`config.mk`:
```
export PLATFORM = sky130hd
export DESIGN_NAME = uart_tx_arbiter
export DESIGN_NICKNAME = d
export VERILOG_FILES = /design/src/rtl/uart_tx_arbiter.sv
export SDC_FILE = /design/constraint.sdc
export NUM_CORES = 1
export LEC_CHECK = 0
export ABC_AREA = 1
export ABC_CLOCK_PERIOD_IN_PS = 2050
export CAP_MARGIN = 20
export CORE_MARGIN = 1.5
export CORE_UTILIZATION = 42
export CTS_CLUSTER_DIAMETER = 40
export DETAILED_ROUTE_END_ITERATION = 8
export HOLD_SLACK_MARGIN = 0.12
export PLACE_DENSITY = 0.79
export SLEW_MARGIN = 20
export SYNTH_ARGS = -nofsm -noshare
export SYNTH_HDL_FRONTEND = slang
export SYNTH_SLANG_ARGS = --single-unit
```
`constraint.sdc`:
```
create_clock -name clkin -period 2.05 [get_ports clkin]
set_input_delay 0.41 -clock clkin [delete_from_list [all_inputs] [get_ports clkin]]
set_output_delay 0.41 -clock clkin [all_outputs]
set_load 0.02 [all_outputs]
```
`src/rtl/uart_tx_arbiter.sv`:
```
// rtl/uart_tx_arbiter.sv - round-robin arbiter sharing one UART transmitter between NREQ byte sources
// Optional packet lock (requester keeps the channel until lastin) is enabled by defining UART_ARB_LOCK_EN.
module uart_tx_arbiter #(
    parameter int NREQ = 4
) (
    input  logic                 clkin,
    input  logic                 rstnin,
    input  logic [NREQ-1:0]      reqin,
    input  logic [8*NREQ-1:0]    datain,
    input  logic [NREQ-1:0]      lastin,
    output logic [NREQ-1:0]      ackout,
    output logic [NREQ-1:0]      grantout,
    output logic                 busyout,
    output logic [7:0]           uart_txdataout,
    output logic                 uart_txrdyout,
    input  logic                 uart_txrdyin
);

    localparam int PW = (NREQ > 1) ? $clog2(NREQ) : 1;

    typedef enum logic [1:0] {
        IDLE     = 2'd0,
        ISSUE    = 2'd1,
        WAITHIGH = 2'd2
    } state_t;

    state_t            state, state_nxt;
    logic [PW-1:0]     ptr, ptr_nxt;
    logic [PW-1:0]     owner, owner_nxt;
    logic              lock, lock_nxt;
    logic [NREQ-1:0]   ack_nxt, grant_nxt, elig;
    logic [7:0]        data_nxt;
    logic              rdy_nxt;
    logic [PW-1:0]     win, idx;
    logic              win_vld;

    assign elig = lock ? (reqin & (NREQ'(1) << owner)) : reqin;

    // Walk from ptr+NREQ down to ptr+1 so the closest eligible requester after ptr wins last.
    always_comb begin
        win     = '0;
        win_vld = 1'b0;
        idx     = '0;
        for (int k = NREQ; k >= 1; k--) begin
            idx = PW'((int'(ptr) + k) % NREQ);
            if (elig[idx]) begin
                win     = idx;
                win_vld = 1'b1;
            end
        end
    end

    always_comb begin
        state_nxt = state;
        ptr_nxt   = ptr;
        owner_nxt = owner;
        lock_nxt  = lock;
        ack_nxt   = '0;
        grant_nxt = grantout;
        data_nxt  = uart_txdataout;
        rdy_nxt   = uart_txrdyout;
        case (state)
            IDLE: begin
                if (uart_txrdyin && win_vld) begin
                    data_nxt  = datain[8*int'(win) +: 8];
                    ack_nxt   = NREQ'(1) << win;
                    grant_nxt = NREQ'(1) << win;
                    ptr_nxt   = win;
                    rdy_nxt   = 1'b1;
                    state_nxt = ISSUE;
`ifdef UART_ARB_LOCK_EN
                    lock_nxt  = ~lastin[win];
                    owner_nxt = win;
`endif
                end
            end
            ISSUE: begin
                if (!uart_txrdyin) begin
                    rdy_nxt   = 1'b0;
                    state_nxt = WAITHIGH;
                end
            end
            WAITHIGH: begin
                if (uart_txrdyin) begin
                    state_nxt = IDLE;
                    if (!lock) grant_nxt = '0;
                end
            end
            default: state_nxt = IDLE;
        endcase
    end

`ifndef UART_ARB_LOCK_EN
    logic unused_lastin;
    assign unused_lastin = ^lastin;
`endif

    always_ff @(posedge clkin or negedge rstnin) begin
        if (!rstnin) begin
            state          <= IDLE;
            ptr            <= PW'(NREQ - 1);
            owner          <= '0;
            lock           <= 1'b0;
            ackout         <= '0;
            grantout       <= '0;
            busyout        <= 1'b0;
            uart_txdataout <= 8'h00;
            uart_txrdyout  <= 1'b0;
        end else begin
            state          <= state_nxt;
            ptr            <= ptr_nxt;
            owner          <= owner_nxt;
            lock           <= lock_nxt;
            ackout         <= ack_nxt;
            grantout       <= grant_nxt;
            busyout        <= (state_nxt != IDLE);
            uart_txdataout <= data_nxt;
            uart_txrdyout  <= rdy_nxt;
        end
    end

endmodule

```
==> results by group <==
Power
  • VDD IR max: a little under 800 uV
  • Total Power: about 3.8 mW
  • Power Density: ~1800 nW/um^2
  • Pleak: between 1 and 1.5 nW

Layout
  • Final Cell Area: between 2000 and 2500 um^2
  • Area grow syn2layout: 48.2%
  • Nets: 313
  • Layout cells sized above 1: 0.138
  • Number of antenna diodes: 0
  • Final non-filler cell total: about 320

Critical path
  • Kind of critical path: reg2reg
  • Worst EP arrival: 2.09 ns
  • Crit end category: flip-flop
  • Worst path max stage delay: about 0.58 ns
  • CP max stage cell: dfstp_2
  • Critical path required time: 2.26 ns
  • CP max FO: 15
  • Setup crit start kind: flip-flop
  • Critical Path, Cell by Cell: buf_4, nand2_1, o21ai_2, nand2_1, nand2_1, inv_2, nand2_4, nand2_4, buf_12, nand3_1, nand2_1, nand2_1, nand2_1, nand2_1, nand2_1
  • Cell mode on critical path: nand2_1

Global routing
  • Largest net degree at the start of global routing: 23
  • M3 GR Usage: 0.0231
  • GRT busiest layer: met2
  • Vias in the first global route: roughly 1300
  • GR Util met1: 0.217
  • Grt met2 use: 0.318
  • Gr ovfl total: 0
  • First-pass GRT wire length: between 5000 and 6000 um
  • Antenna violations before repair: 0
  • GRT Total Usage: 0.176

Timing
  • Slew @ Worst Pin: between 0.4 and 0.5 ns
  • Final setup viols: 0
  • Period utilisation layout: 0.915
  • Fmax: 533 MHz
  • Slew headroom: 0.675
  • Final Max Slew Viols: 0
  • Fin crit period: 1.88 ns
  • Sum Neg Setup Slack: 0 ns
  • Final hold vios: 0
  • Unrepaired setup endpoints after global routing: false
  • Clock Skews: around 0.010 ns
  • Final hold slack: 0.420 ns

Placed design
  • Placed insts: 311
  • Placed cell area: slightly above 2000 um^2
  • DP HPWL: ~2500 um
  • IO Port Bufs: 56
  • GP Congestion: 0.834

Detailed routing
  • Vias: roughly 1500
  • Vias per inst: around 4.6
  • DR iter-0 viols: 30
  • Drt pass-1 iters: 4
  • DRC errors left: 0
  • Total routed wirelength: 3150 um
  • WL/cell: 10.0 um
  • Post-DRT Antenna Nets: 0

Synthesis
  • Seq/Total Area, Yosys: 0.385
  • Asr flop ratio synth: 1.00
  • Cell taking the most area after synthesis: dfrtp_1
  • Post-Synthesis Cells: 206
  • Mapped Nets: 249
  • Top cells by count, synth: 106 x nand2_1, 20 x dfrtp_1, 18 x nand3_1, 12 x inv_1, 9 x nand2_2
  • Main synth FF type: dfrtp_1
  • Number of flops mapped to enable cells by yosys: 0
  • Synth top area share: 0.349
  • Synthesis Warnings: 0
  • Top cells by area, synth: dfrtp_1 35%, nand2_1 28%, nand3_1 6.3%
  • Post-Syn Area: around 1400 um^2
  • Synth Register Bits: 22
  • Count leader, synth: nand2_1
  • Mean Syn Cell Area: between 6 and 7 um^2
  • Cell variety after synth: 25

Die
  • Die area: approximately 3800 um^2
  • Initial Util: 0.433
  • Die width: roughly 61 um
  • Die height: 61.5 um
  • Core area: ~3300 um^2
  • Core Rows: 21
  • Ports: 61

Clocking
  • Deepest clock path buffer count: 2
  • H-tree levels: 1
  • TritonCTS Buffers: 3
  • CTS tree: done
  • Total clock sinks: 22
  • Clk_lat worst skew: 0.31 ns
  • Worst-path clk slew: approximately 0.13 ns
  • Root Buffer: clkbuf_4
  • Postcts setup bufs: 0

Run status
  • Status: completed

Min path
  • Hold WC Path Type: in2async

Run
  • Max Cap Viol: 0
[where the power goes]
group	switching [mW]	total, mW	internal [mW]
combinational	1.59	2.71	1.12
clock	0.134	0.332	0.198
sequential	0.0951	0.727	0.632
total	1.82	3.77	1.95
[cell families after synthesis]
family / after synthesis / synth area share
AOI/OAI and AO/OA: 11 / 0.0445
buffers and inverters: 24 / 0.102
DFF: 22 / 0.385
and+or+nand+nor: 149 / 0.468
[metal layers]
metal | vias to the layer above | wire, um
met1 | 639 | 1330
met3 | 4 | 173
met4 | 0 | 33
met5 | - | 0
met2 | 47 | 1610
li1 | 763 | -
[per-stage QoR]
| step | worst slack [ns] | utilization |
|---|---|---|
| finish | 0.173 | 0.642 |
| global route | 0.00519 | 0.642 |
| global placement | -0.0720 | 0.625 |
| floorplan | 0.321 | - |
| CTS | 0.121 | 0.641 |
| detailed placement | -0.0914 | 0.625 |
[path summary, 6_finish.rpt]
kind / end / slack [ns] / startpoint / cells after the start
worst max-delay path: uart_txdataout[2]$_DFFE_PN0P_ / 0.17 / ptr[0]$_DFFE_PN1P_ / 15
worst min register to register: uart_txdataout[1]$_DFFE_PN0P_ / 0.49 / uart_txdataout[1]$_DFFE_PN0P_ / 2
min in group clkin: uart_txdataout[1]$_DFFE_PN0P_ / 0.49 / uart_txdataout[1]$_DFFE_PN0P_ / 2
worst max register to register: uart_txdataout[2]$_DFFE_PN0P_ / 0.17 / ptr[0]$_DFFE_PN1P_ / 15
worst min-delay path: ackout[3]$_DFF_PN0_ / 0.42 / rstnin / 2
max in group asynchronous: ptr[0]$_DFFE_PN1P_ / 1.34 / rstnin / 2
[placed cells by master (no fill, tap or decap)]
cell               n
a21oi_1            1
buf_12             2
buf_4              8
bufinv_16          1
clkbuf_4           3
clkdlybuf4s50_1   56
clkinv_1           1
clkinvlp_4         1
dfrtp_1           20
dfstp_2            2
inv_1             12
inv_2              3
nand2_1          106
nand2_2            9
nand2_4            3
nand2_8            1
nand3_1           18
nand3_2            1
nand3_4            1
nand4_1            1
nor2_1             6
nor3_1             1
o21ai_0            5
o21ai_2            1
o22ai_1            4
or2_1              1
or2_2              1
[cell type report]
type | count | area [um^2]
fillers | 325 | 1180
multi-input cells | 160 | 736
repair buffers | 66 | 661
flip-flops and latches | 22 | 553
inverters | 17 | 67.6
well taps | 46 | 57.6
clock inverters | 1 | 30.0
clock buffers | 3 | 22.5
[repair_timing]
action | in CTS | in global routing
gates resized for setup | 0 | 1
setup endpoints to repair | 0 | 10
hold buffers | 0 | 0
[registers in the layout, summed over array words and instances (netlist names)]
| name | cells |
|---|---|
| uart_txrdyout | 1 |
| uart_txdataout | 8 |
| state | 2 |
| ackout | 4 |
| ptr | 2 |
| busyout | 1 |
| grantout | 4 |
[worst max-delay path, delay by kind of cell, from the launching register on]
kind | cells | cell delay (ns)
compound gates | 1 | 0.09
buf+inv | 3 | 0.38
flops | 1 | 0.58
simple gates | 11 | 0.71
Note: power is estimated with default switching activity, not from simulation.
